$ cat src/rtl/eda_result_pkg.sv
// Shared geometry, widths and FSM state type for the regional-max result reader.
// Geometry defaults may be overridden with `CFG_M / `CFG_N / `CFG_I_WIDTH.
`ifndef CFG_M
`define CFG_M 16
`endif
`ifndef CFG_N
`define CFG_N 16
`endif
`ifndef CFG_I_WIDTH
`define CFG_I_WIDTH 4
`endif

package eda_result_pkg;
   localparam int M_DEF       = `CFG_M;
   localparam int N_DEF       = `CFG_N;
   localparam int I_WIDTH_DEF = `CFG_I_WIDTH;
   localparam int ROW_CNT_W   = $clog2(N_DEF + 1);
   localparam int FRAME_CNT_W = $clog2(M_DEF * N_DEF + 1);

   typedef logic [N_DEF-1:0] row_t;

   typedef enum logic [1:0] {
      IDLE = 2'd0,
      SEND = 2'd1,
      FIN  = 2'd2
   } state_t;
endpackage

$ cat src/rtl/eda_result_reader_if.sv
// Row-beat stream from the result reader to the downstream sink (valid/ready).
// With EDA_RESULT_POPCOUNT_EN the beat also carries row_count.
interface eda_result_reader_if
   import eda_result_pkg::*;
#(
   parameter int N       = N_DEF,
   parameter int I_WIDTH = I_WIDTH_DEF
);
   logic               row_valid;
   logic               row_ready;
   logic [N-1:0]       row_data;
   logic [I_WIDTH-1:0] row_idx;
   logic               row_last;
`ifdef EDA_RESULT_POPCOUNT_EN
   logic [$clog2(N+1)-1:0] row_count;

   modport master (output row_valid, row_data, row_idx, row_last, row_count, input row_ready);
   modport slave  (input row_valid, row_data, row_idx, row_last, row_count, output row_ready);
`else
   modport master (output row_valid, row_data, row_idx, row_last, input row_ready);
   modport slave  (input row_valid, row_data, row_idx, row_last, output row_ready);
`endif
endinterface

$ cat src/rtl/eda_row_popcount.sv
// Combinational population count of one result row; only built with EDA_RESULT_POPCOUNT_EN.
`ifdef EDA_RESULT_POPCOUNT_EN
module eda_row_popcount
   import eda_result_pkg::*;
#(
   parameter int N = N_DEF
) (
   input  logic [N-1:0]            row,
   output logic [$clog2(N+1)-1:0]  count
);
   localparam int CW = $clog2(N + 1);

   // Bit-serial sum, unrolled by synthesis into an adder tree
   always_comb begin
      count = {CW{1'b0}};
      for (int i = 0; i < N; i++) begin
         count = count + CW'(row[i]);
      end
   end
endmodule
`endif

$ cat src/rtl/eda_result_reader.sv
// Snapshots the regional-max map on each done rise and streams it one row per beat.
// Optional EDA_RESULT_POPCOUNT_EN adds per-row and per-frame set-bit counts.
module eda_result_reader
   import eda_result_pkg::*;
#(
   parameter int M       = M_DEF,
   parameter int N       = N_DEF,
   parameter int I_WIDTH = I_WIDTH_DEF
) (
   input  logic                  clk,
   input  logic                  reset_n,
   input  logic                  done,
   input  logic [M-1:0][N-1:0]   matrix_output,
   eda_result_reader_if.master   row_if,
   output logic                  busy,
   output logic                  frame_done,
   output logic                  overrun,
   input  logic                  clear_err
`ifdef EDA_RESULT_POPCOUNT_EN
   ,
   output logic [$clog2(M*N+1)-1:0] frame_count
`endif
);
   localparam logic [I_WIDTH-1:0] LAST_IDX = I_WIDTH'(M - 1);

   state_t               state_r;
   logic                 done_d_r;
   logic [I_WIDTH-1:0]   cnt_r;
   logic [M-1:0][N-1:0]  snapshot_r;
   logic                 row_valid_r;
   logic [N-1:0]         row_data_r;
   logic                 row_last_r;
   logic                 busy_r;
   logic                 frame_done_r;
   logic                 overrun_r;

   logic                 done_rise_s;
   logic [I_WIDTH-1:0]   cnt_nxt_s;
   logic [N-1:0]         row_next_s;

`ifdef EDA_RESULT_POPCOUNT_EN
   localparam int RC_W = $clog2(N + 1);
   localparam int FC_W = $clog2(M * N + 1);
   logic [RC_W-1:0] row_count_r;
   logic [RC_W-1:0] pc_next_s;
   logic [FC_W-1:0] frame_count_r;

   eda_row_popcount #(.N(N)) u_popcount (
      .row   (row_next_s),
      .count (pc_next_s)
   );
`endif

   // Rise detect and the row that the next loaded beat will carry
   always_comb begin
      done_rise_s = done & ~done_d_r;
      cnt_nxt_s   = cnt_r + I_WIDTH'(1);
      if ((state_r == SEND) && (cnt_r != LAST_IDX)) begin
         row_next_s = snapshot_r[cnt_nxt_s];
      end else begin
         row_next_s = matrix_output[0];
      end
   end

   // Capture/stream sequencer; every output is a register
   always_ff @(posedge clk or negedge reset_n) begin
      if (!reset_n) begin
         state_r      <= IDLE;
         done_d_r     <= 1'b0;
         cnt_r        <= {I_WIDTH{1'b0}};
         snapshot_r   <= '0;
         row_valid_r  <= 1'b0;
         row_data_r   <= {N{1'b0}};
         row_last_r   <= 1'b0;
         busy_r       <= 1'b0;
         frame_done_r <= 1'b0;
         overrun_r    <= 1'b0;
`ifdef EDA_RESULT_POPCOUNT_EN
         row_count_r   <= {RC_W{1'b0}};
         frame_count_r <= {FC_W{1'b0}};
`endif
      end else begin
         done_d_r     <= done;
         frame_done_r <= 1'b0;

         // A rise while a frame is in flight is dropped and flagged; set beats clear
         if (done_rise_s && (state_r != IDLE)) begin
            overrun_r <= 1'b1;
         end else if (clear_err) begin
            overrun_r <= 1'b0;
         end else begin
            overrun_r <= overrun_r;
         end

         case (state_r)
            IDLE: begin
               if (done_rise_s) begin
                  snapshot_r  <= matrix_output;
                  cnt_r       <= {I_WIDTH{1'b0}};
                  row_data_r  <= row_next_s;
                  row_last_r  <= (LAST_IDX == {I_WIDTH{1'b0}});
                  row_valid_r <= 1'b1;
                  busy_r      <= 1'b1;
                  state_r     <= SEND;
`ifdef EDA_RESULT_POPCOUNT_EN
                  row_count_r   <= pc_next_s;
                  frame_count_r <= {FC_W{1'b0}};
`endif
               end
            end
            SEND: begin
               if (row_valid_r && row_if.row_ready) begin
`ifdef EDA_RESULT_POPCOUNT_EN
                  frame_count_r <= frame_count_r + FC_W'(row_count_r);
`endif
                  if (cnt_r == LAST_IDX) begin
                     row_valid_r <= 1'b0;
                     state_r     <= FIN;
                  end else begin
                     cnt_r      <= cnt_nxt_s;
                     row_data_r <= row_next_s;
                     row_last_r <= (cnt_nxt_s == LAST_IDX);
`ifdef EDA_RESULT_POPCOUNT_EN
                     row_count_r <= pc_next_s;
`endif
                  end
               end
            end
            FIN: begin
               frame_done_r <= 1'b1;
               busy_r       <= 1'b0;
               state_r      <= IDLE;
            end
            default: begin
               row_valid_r <= 1'b0;
               busy_r      <= 1'b0;
               state_r     <= IDLE;
            end
         endcase
      end
   end

   assign row_if.row_valid = row_valid_r;
   assign row_if.row_data  = row_data_r;
   assign row_if.row_idx   = cnt_r;
   assign row_if.row_last  = row_last_r;
   assign busy             = busy_r;
   assign frame_done       = frame_done_r;
   assign overrun          = overrun_r;
`ifdef EDA_RESULT_POPCOUNT_EN
   assign row_if.row_count = row_count_r;
   assign frame_count      = frame_count_r;
`endif
endmodule

$ cat src/flat_wrapper.sv
// flat-port wrapper written by rule: the top's interface ports become plain ports
module eda_result_reader_flat import eda_result_pkg::*;
#(
   parameter int M       = M_DEF,
   parameter int N       = N_DEF,
   parameter int I_WIDTH = I_WIDTH_DEF
)
  (clk, reset_n, done, matrix_output, busy, frame_done, overrun, clear_err, row_if_row_valid, row_if_row_data, row_if_row_idx, row_if_row_last, row_if_row_ready);
  eda_result_reader_if #(.N(N), .I_WIDTH(I_WIDTH)) row_if_i ();
  input  logic clk;
  input  logic reset_n;
  input  logic done;
  input  logic [M-1:0][N-1:0] matrix_output;
  output logic busy;
  output logic frame_done;
  output logic overrun;
  input  logic clear_err;
  output wire logic [$bits(row_if_i.row_valid)-1:0] row_if_row_valid;
  output wire logic [$bits(row_if_i.row_data)-1:0] row_if_row_data;
  output wire logic [$bits(row_if_i.row_idx)-1:0] row_if_row_idx;
  output wire logic [$bits(row_if_i.row_last)-1:0] row_if_row_last;
  input wire logic [$bits(row_if_i.row_ready)-1:0] row_if_row_ready;
  assign row_if_row_valid = row_if_i.row_valid;
  assign row_if_row_data = row_if_i.row_data;
  assign row_if_row_idx = row_if_i.row_idx;
  assign row_if_row_last = row_if_i.row_last;
  assign row_if_i.row_ready = row_if_row_ready;
  eda_result_reader #(.M(M), .N(N), .I_WIDTH(I_WIDTH)) u_core (.clk(clk), .reset_n(reset_n), .done(done), .matrix_output(matrix_output), .row_if(row_if_i), .busy(busy), .frame_done(frame_done), .overrun(overrun), .clear_err(clear_err));
endmodule
$ cat config.mk
export PLATFORM = sky130hd
export DESIGN_NAME = eda_result_reader_flat
export DESIGN_NICKNAME = d
export VERILOG_FILES = /design/src/rtl/eda_result_pkg.sv /design/src/rtl/eda_result_reader_if.sv /design/src/rtl/eda_row_popcount.sv /design/src/rtl/eda_result_reader.sv /design/src/flat_wrapper.sv
export SDC_FILE = /design/constraint.sdc
export NUM_CORES = 1
export LEC_CHECK = 0
export CORE_MARGIN = 2
export CORE_UTILIZATION = 46
export CTS_BUF_LIST = sky130_fd_sc_hd__clkbuf_16
export CTS_CLUSTER_SIZE = 10
export DETAILED_ROUTE_END_ITERATION = 12
export PLACE_DENSITY = 0.88
export SETUP_SLACK_MARGIN = 0.5
export SLEW_MARGIN = 30
export SYNTH_ARGS = -nofsm -noshare
export SYNTH_HDL_FRONTEND = slang
export SYNTH_SLANG_ARGS = --single-unit
$ cat constraint.sdc
create_clock -name clk -period 2.5 [get_ports clk]
set_clock_uncertainty 0.15 [all_clocks]
set_input_delay 0.5 -clock clk [delete_from_list [all_inputs] [get_ports clk]]
set_output_delay 0.5 -clock clk [all_outputs]
set_load 0.005 [all_outputs]
## Word-level counts from Yosys, hierarchy flattened

Index checks and enable logic that the tools add are counted.

- Add/subtract/negate cells: 1
- $lt $le $gt $ge: 1
- Equality and inequality tests: 9
- Muxes and demuxes: 27
- Bitwise gates (word level): 4
- Reductions and logical operators: 12

Operators with widths:

| cell | count |
|---|---|
| 2-to-1 mux 16 bit | 5 |
| binary-select mux 16 bit (select 4 bit) | 1 |
| one-hot mux 16 bit (2 select lines) | 1 |
| 2-to-1 mux 4 bit | 3 |
| 2-to-1 mux 1 bit | 9 |
| == test 4 bit, second input constant | 2 |
| one-hot mux 4 bit (2 select lines) | 1 |
| AND reduction 4 bit | 2 |
| 2-to-1 mux 2 bit | 3 |
| inequality test 2 bit, second input constant | 3 |
| nonzero test 2 bit | 3 |
| < comparator 4 x 5 -> 1 bit, second input constant | 1 |
| adder 4 x 1 -> 4 bit, second input constant | 1 |
| inequality test 4 bit, second input constant | 1 |
| one-hot mux 1 bit (2 select lines) | 2 |
| one-hot mux 2 bit (2 select lines) | 1 |
| AND reduction 2 bit | 2 |
| logical AND 1 bit | 3 |
| NOT 1 bit | 3 |
| one-hot mux 1 bit (3 select lines) | 1 |
| AND reduction 3 bit | 1 |
| == test 2 x 1 -> 1 bit, second input constant | 1 |
| == test 2 bit, second input constant | 1 |
| zero test 2 bit | 1 |
| 2 further kinds | 2 |

- Flip-flop bits (word level): 284
- Input port bits: 261
- Output and inout port bits: 25
- Logic and storage cells: 79

## Longest topological paths before layout

Gate-level depths: netlist (run 1).

- Word-level depth: 7
- Depth in mapped cells: 9
- Mapped depth without buffers: 6

## Worst setup path after synthesis (run 1)

Ideal clock, no wire load.

- Path type: register to register
- From: register u_core.cnt_r[0], in the netlist u_core.row_if.row_idx[0]
- To: register u_core.row_data_r[3], in the netlist u_core.row_if.row_data[3]
- Setup time: 0.126 ns
- Data arrival time: 2.216 ns
- Data required time: 2.224 ns
- Slack: 0.008 ns
- Cell stages (with the launch flop): 10
- Buffers on the path: 3
- Period minus slack after synthesis: 2.492 ns
- Cells stage by stage: dfrtp_1 > buf_4 > inv_1 > ha_1 > buf_2 > buf_1 > mux4_2 > mux2i_1 > a32oi_1 > a221o_1

- Longest elaborated chain between the ends: 7
- Elaborated cells between the ends (all ways): 13
- Those cells by class: add/sub (1); eq/ne (3); mux (7); reduce/logical (2)

RTL lines:

| element | line | source |
|---|---|---|
| start: declaration | eda_result_reader.sv:28 | `logic [I_WIDTH-1:0] cnt_r;` |
| start signal: assignment | eda_result_reader.sv:70 | `cnt_r <= {I_WIDTH{1'b0}};` |
| start signal: assignment | eda_result_reader.sv:99 | `cnt_r <= {I_WIDTH{1'b0}};` |
| start signal: assignment | eda_result_reader.sv:120 | `cnt_r <= cnt_nxt_s;` |
| adder 4 x 1 -> 4 bit | eda_result_reader.sv:57 | `cnt_nxt_s = cnt_r + I_WIDTH'(1);` |
| binary-select mux 16 bit (select 4 bit) | eda_result_reader.sv:59 | `row_next_s = snapshot_r[cnt_nxt_s];` |
| 2-to-1 mux 16 bit (implied by the code) | eda_result_reader.sv:59 |  |
| 2-to-1 mux 16 bit | eda_result_reader.sv:58 | `if ((state_r == SEND) && (cnt_r != LAST_IDX)) begin` |
| 2-to-1 mux 16 bit | eda_result_reader.sv:116 | `if (cnt_r == LAST_IDX) begin` |
| 2-to-1 mux 16 bit | eda_result_reader.sv:112 | `if (row_valid_r && row_if.row_ready) begin` |
| one-hot mux 16 bit (2 select lines) | eda_result_reader.sv:95 | `case (state_r)` |
| end signal: assignment | eda_result_reader.sv:73 | `row_data_r <= {N{1'b0}};` |
| end signal: assignment | eda_result_reader.sv:100 | `row_data_r <= row_next_s;` |
| end signal: assignment | eda_result_reader.sv:121 | `row_data_r <= row_next_s;` |
| end: declaration | eda_result_reader.sv:31 | `logic [N-1:0] row_data_r;` |

Parallel ways exist; a longest one is shown, timed or not. The select of a mux whose other input is x is not followed.
A chain may end at the register's enable or synchronous reset.

## Worst setup path after layout (run 1)

- From: register u_core.cnt_r[0], in the netlist u_core.row_if.row_idx[0]
- To: register u_core.row_data_r[10], in the netlist u_core.row_if.row_data[10]

Same word-level chain as after synthesis.

==> flow_summary.yaml, run 1 <==
yosys:
  synth_cell_types: 35
  synth_top_cell_area_share_pct: 55.53
  syn_nets: 1588
  ys_top_cells_by_area: "dfrtp_1 56%, nand2_1 24%, mux4_2 7.7%"
  synth_commonest_cells: "806 x nand2_1, 284 x dfrtp_1, 58 x clkbuf_1"
  avgSynthCellArea_um2: 9.658
  syn_area_um2: 12800
  yosys.area.top_type: "dfrtp_1"
  synth_edf_count: 0
  syn_inst: 1325
  yosysWarnings: 0
  async_reset_ff_share_pct: 100.0
  synthFlopType: "dfrtp_1"
  synth_seq_cells: 284
  synth-seq-area-share_pct: 55.53
  yosysMostFrequentCell: "nand2_1"
layout:
  nNetsFinal: 1902
  utilization_pct: 65.00
  diodes: 0
  area_growth_pct: 39.95
  multi_input_area_um2: 5472
  drive_gt1_share_pct: 13.90
  register_area_um2: 7113
  n_fill_cell: 1992
  design_area_um2: 17910
die:
  die_w_um: 170.8
  placeableCoreArea_um2: 27550
  ios: 286
  start_util_pct: 46.45
  die_y_um: 170.8
  die_area_um2: 29170
  rows: 61
detailed_routing:
  routed_wl_um: 42850
  vias: 11194
  routed_via_density: 5.525
  drc: 0
  firstDrtPassIters: 5
  wire_per_inst_um: 21.15
  first_iter_violations: 1166
  ant_nets: 0
grt:
  grt_usage_pct: 28.71
  grt_pass1_vias: 11397
  grt_overflow: 0
  grt_max_degree: 94
  antenna_found_initial: 0
  grt_pass1_wl_um: 62980
status:
  status: "finished clean"
power:
  p_int_mw: 13.91
  swShare_pct: 36.49
  p_leak_nw: 8.676
  power_density_nw_per_um2: 1223
  pwr-share-clk_pct: 20.1
  ir_drop_v: 0.0005518
  sequentialPowerShare_pct: 39.7
  power_frac_comb_pct: 40.2
  p_sw_mw: 7.989
critical_path:
  end_kind: "register"
  required_ps: 2740
  crit_type: "register to register"
  start_kind: "register"
  startpoint: "u_core.row_if.row_idx[0]$_DFFE_PN0P_"
  cp.arrival_ps: 2730
  critPathMaxFanout: 8
  reg2reg_slack_ps: 7
  r2r-end: "u_core.row_if.row_data[10]$_DFFE_PN0P_"
  timing.rr.start: "u_core.row_if.row_idx[0]$_DFFE_PN0P_"
  r2r_cells: 8
min_path:
  hold-path-endpoint: "u_core.snapshot_r[79]$_DFFE_PN0P_"
  hold_path.class: "register to register"
  hold_depth: 2
  min_from: "u_core.snapshot_r[79]$_DFFE_PN0P_"
clock_tree:
  cts_buffer_depth: 3
  cts_inserted_buffers: 35
  cts_tree: "built"
  h-tree-depth: 2
  path_clk_slew_ps: 60
  root_buffer: "clkbuf_16"
  clock_sinks: 284
  clock_latency_ps: 520
placement:
  hpwl_um: 28980
  place_area_um2: 16280
  port_buffers: 285
  place.gp.congestion: 0.9118
sta:
  hold_viol: 0
  fin_crit_sh_pct: 99.73
  min_period_ps: 2493
  slew-limit-headroom_pct: 68.60
  rsz0062_at_grt: "yes"
  drv_slew: 0
  max_freq_ghz: 0.4011
  setup_viol: 0
  worst_pin_slew_ps: 471.0
flow_run:
  max_cap_viol_count: 0
==> sequential cells by signal, indices dropped and copies added (netlist names) <==
| signal | flops |
|---|---|
| u_core.snapshot_r | 256 |
| u_core.row_if.row_data | 16 |
| u_core.row_if.row_idx | 4 |
| u_core.state_r | 2 |
| u_core.busy | 1 |
| u_core.done_d_r | 1 |
| u_core.frame_done | 1 |
| u_core.overrun | 1 |
| u_core.row_if.row_last | 1 |
| u_core.row_if.row_valid | 1 |
==> cell usage in the layout, fill, tap and decap left out, types with 4 or more instances in the layout <==
cell             count
a221o_1             15
a32oi_1             14
nand2_2             13
inv_1                9
clkbuf_16           38
dfrtp_1            279
clkdlybuf4s50_1    259
buf_12              24
dfrtp_2              5
mux4_2              64
mux2i_2              6
nand2_1            793
nor2_1               5
dlygate4sd2_1       22
buf_16               4
mux2i_4              7
buf_4               40
==> worst max-delay path by stage <==
stage	end	slack, ps	cells past startpoint
after floorplan	u_core.row_if.row_data[0]$_DFFE_PN0P_	260	7
after global placement	u_core.row_if.row_data[8]$_DFFE_PN0P_	120	6
after detailed placement	u_core.row_if.row_data[4]$_DFFE_PN0P_	60	7
after CTS	u_core.row_if.row_data[6]$_DFFE_PN0P_	90	8
after global routing	u_core.row_if.row_data[10]$_DFFE_PN0P_	-20	8
final	u_core.row_if.row_data[10]$_DFFE_PN0P_	7	8
==> area by class of cell <==
type | count | area share [%]
sequential | 284 | 39.72
multi-input combinational | 953 | 30.55
timing repair buffer | 361 | 21.64
clock buffer | 36 | 5.030
tap | 378 | 2.641
clock inverter | 10 | 0.3353
inverter | 4 | 0.08383
==> worst max-delay path, cell delays in order, from the launching register on <==
cell	delay, ps
dfrtp_2	450
ha_4	200
xor2_4	190
buf_12	160
buf_12	140
mux4_2	520
nand2_2	100
a32oi_2	130
a221o_1	320
==> power groups by stage <==
stage | Clock [mW] | Sequential [mW] | Combinational, mW
2_1_floorplan | 0 | 7.79 | 4.98
3_3_place_gp | 0 | 8.48 | 7.05
3_5_place_dp | 0 | 8.58 | 7.34
4_1_cts | 4.44 | 8.53 | 8.13
5_1_grt | 4.66 | 8.82 | 9.48
6_report | 4.40 | 8.69 | 8.80
==> cells by family (layout without fill, tap and decap cells) <==
group,count (synthesis),count (layout),synth area share [%]
buffers and inverters,88,411,3.031
AO/OA/AOI/OAI,44,44,2.933
adder cells (fa/ha/maj),2,2,0.1955
AND/OR/NAND/NOR,825,825,24.86
flip-flops,284,284,55.53
multiplexers,80,80,13.10
XOR/XNOR,2,2,0.3423
==> what timing repair did <==
item                                    in CTS  in global routing
gates resized for setup                     53                 31
gates cloned                                 4                  2
setup buffers                               19                 12
hold endpoints to repair                    46                  0
endpoints found under the setup margin      40                 27
pin swaps                                    3                  8
hold buffers                                 1                  0
==> per-stage QoR <==
step | setup slack [ps] | total power [mW] | TNS [ps] | instances | hold WS, ps
global route | -17.67 | 22.96 | -27.02 | 2026 | 338.5
finish | 6.656 | 21.90 | 0 | 2026 | 318.3
detailed placement | 58.96 | 15.93 | 0 | 1942 | 307.7
global placement | 120.7 | 15.53 | 0 | 1942 | 301.5
floorplan | 263.4 | 12.77 | 0 | 1325 | 54.41
CTS | 86.30 | 21.11 | 0 | 2012 | 321.2
==> per-layer routing <==
layer | up-vias | track usage, % | wire [µm]
li1 | 4897 | - | -
met1 | 5339 | 34.92 | 14980
met2 | 776 | 46.93 | 20690
met3 | 182 | 7.425 | 4462
met4 | 0 | 15.87 | 2712
met5 | - | 0 | 0
No activity file was read; power rests on OpenSTA's default activity.
==> inputs of run 2 (changes only) <==
PLACE_DENSITY = 0.84   (was 0.88)
==> run 2 against run 1 <==
Via count decreased by 0.60%. Global-route usage shrank 0.69 points. Count of clock-buffer cells in the layout decreased by 2. Final cell count fell by 0.64%. Critical path type unchanged.
==> flow_summary.yaml, run 2 (synthesized netlist as in run 1, its figures left out) <==
status:
  status: "finished clean"
layout:
  largest_register_ffs: 256
  diodes: 0
  design_area_um2: 17670
  top_register: "u_core.snapshot_r"
  area_growth_pct: 38.10
  fin_cells: 2013
  final_common_cell: "nand2_1"
  drive_gt1_share_pct: 12.42
  utilization_pct: 64.14
  nNetsFinal: 1892
  layout_common_cells: "798 x nand2_1, 279 x dfrtp_1, 260 x clkdlybuf4s50_1"
clock_tree:
  path_clk_slew_ps: 60
  clock_sinks: 284
  h-tree-depth: 2
  cts_tree: "built"
  cts_buffer_depth: 3
  cts_inserted_buffers: 34
  root_buffer: "clkbuf_16"
  clock_latency_ps: 520
grt:
  use_met2_pct: 44.94
  grt_max_degree: 89
  antenna_found_initial: 0
  grt_usage_pct: 28.02
  grt_overflow: 0
  met1_usage_pct: 35.77
  grt_pass1_wl_um: 61310
  grt-busiest-layer: "met2"
  met3_usage_pct: 7.102
  grt_pass1_vias: 11147
power:
  p_leak_nw: 8.556
  p_sw_mw: 7.683
  sequentialPowerShare_pct: 40.9
  power_frac_comb_pct: 39.1
  swShare_pct: 36.19
  p_int_mw: 13.55
  power.total_mw: 21.23
  pwr-share-clk_pct: 20.0
  power_density_nw_per_um2: 1201
  ir_drop_v: 0.0005291
detailed_routing:
  first_iter_violations: 1310
  drc: 0
  firstDrtPassIters: 7
  routed_via_density: 5.528
  ant_nets: 0
  wire_per_inst_um: 20.34
  routed_wl_um: 40950
  vias: 11127
die:
  ios: 286
  die_w_um: 170.8
  rows: 61
  die_y_um: 170.8
  start_util_pct: 46.45
  die_area_um2: 29170
  placeableCoreArea_um2: 27550
sta:
  rsz0062_at_grt: "yes"
  fin_crit_sh_pct: 96.30
  hold_viol: 0
  drv_slew: 0
  min_period_ps: 2407
  finalSetupTns_ps: 0
  slew-limit-headroom_pct: 69.09
  worst_pin_slew_ps: 463.6
  max_freq_ghz: 0.4154
  setup_viol: 0
critical_path:
  required_ps: 2750
  critPathMaxFanout: 18
  reg2reg_slack_ps: 90
  end_kind: "register"
  crit_type: "register to register"
  r2r_cells: 7
  cp.arrival_ps: 2660
  timing.rr.start: "u_core.row_if.row_idx[1]$_DFFE_PN0P_"
  r2r-end: "u_core.row_if.row_data[6]$_DFFE_PN0P_"
  start_kind: "register"
placement:
  place_area_um2: 16270
  hpwl_um: 28600
  dpl.cell_count: 1939
  port_buffers: 285
  place.gp.congestion: 0.9428
min_path:
  hold_path.class: "primary input to asynchronous set/reset pin"
flow_run:
  max_cap_viol_count: 0
-- run 2: cell count changes in the layout (fill, tap and decap cells not counted), moves of 3 or more --
cell	change
buf_4	-9
mux2i_1	+5
nand2_1	+5
nand2_2	-5
clkbuf_16	-3
mux2i_2	-3
o21ai_1	+3
-- run 2: worst max path at each step --
stage / from / endpoint / slack, ps / cells past startpoint
global placement: u_core.row_if.row_idx[0]$_DFFE_PN0P_ / u_core.row_if.row_data[4]$_DFFE_PN0P_ / 70 / 5
finish: u_core.row_if.row_idx[1]$_DFFE_PN0P_ / u_core.row_if.row_data[6]$_DFFE_PN0P_ / 90 / 7
detailed placement: u_core.row_if.row_idx[0]$_DFFE_PN0P_ / u_core.row_if.row_data[4]$_DFFE_PN0P_ / 20 / 5
floorplan: u_core.row_if.row_idx[1]$_DFFE_PN0P_ / u_core.row_if.row_data[0]$_DFFE_PN0P_ / 260 / 7
CTS: u_core.row_if.row_idx[0]$_DFFE_PN0P_ / u_core.row_if.row_data[6]$_DFFE_PN0P_ / 100 / 8
global route: u_core.row_if.row_idx[0]$_DFFE_PN0P_ / u_core.row_if.row_data[9]$_DFFE_PN0P_ / 80 / 8
-- run 2: power groups by stage --
stage,sequential [mW],clock [mW],combinational (mW)
finish,8.68,4.24,8.30
detailed placement,8.56,0,7.32
floorplan,7.79,0,4.98
CTS,8.55,4.26,8.04
global route,8.82,4.44,9.01
global placement,8.53,0,7.01
-- run 2: final cells by class --
| class | count | area [µm²] |
|---|---|---|
| timing repair buffer | 352 | 3789 |
| fill | 2026 | 9879 |
| multi-input combinational | 953 | 5379 |
| clock inverter | 8 | 53.80 |
| sequential | 284 | 7113 |
| tap | 378 | 473.0 |
| inverter | 4 | 15.01 |
| clock buffer | 34 | 850.8 |
-- run 2: worst max-delay path: stages (launching register included) --
cell and delay [ps]:
dfrtp_2 420, buf_4 160, ha_4 330, buf_12 180, mux4_2 330, mux2i_1 320, a32oi_1 100, a221o_1 280
-- run 2: what timing repair did --
action,CTS,global route
gates cloned,4,1
setup buffers,23,3
gates resized for setup,48,21
hold buffers,1,0
endpoints found under the setup margin,40,25
hold endpoints to repair,31,0
pin swaps,0,6
-- run 2: metal layers --
metal	wire [µm]	share of wire, %
met5	0	0
met4	1978	4.8
met3	4466	11
met2	19380	47
met1	15120	37
-- run 2: through the flow --
| stage | setup slack (ps) | hold WS [ps] |
|---|---|---|
| 2_1_floorplan | 263.4 | 54.41 |
| 3_5_place_dp | 19.37 | 250.6 |
| 6_report | 92.61 | 310.4 |
| 5_1_grt | 77.44 | 339.6 |
| 3_3_place_gp | 69.84 | 248.4 |
| 4_1_cts | 99.25 | 319.9 |
==> inputs of run 3 (changes only) <==
ABC_CLOCK_PERIOD_IN_PS = 2500   (was not set)
CAP_MARGIN = 20   (was not set)
==> results of run 3 <==
The final DEF is identical to that of run 2; final timing and power are the same.
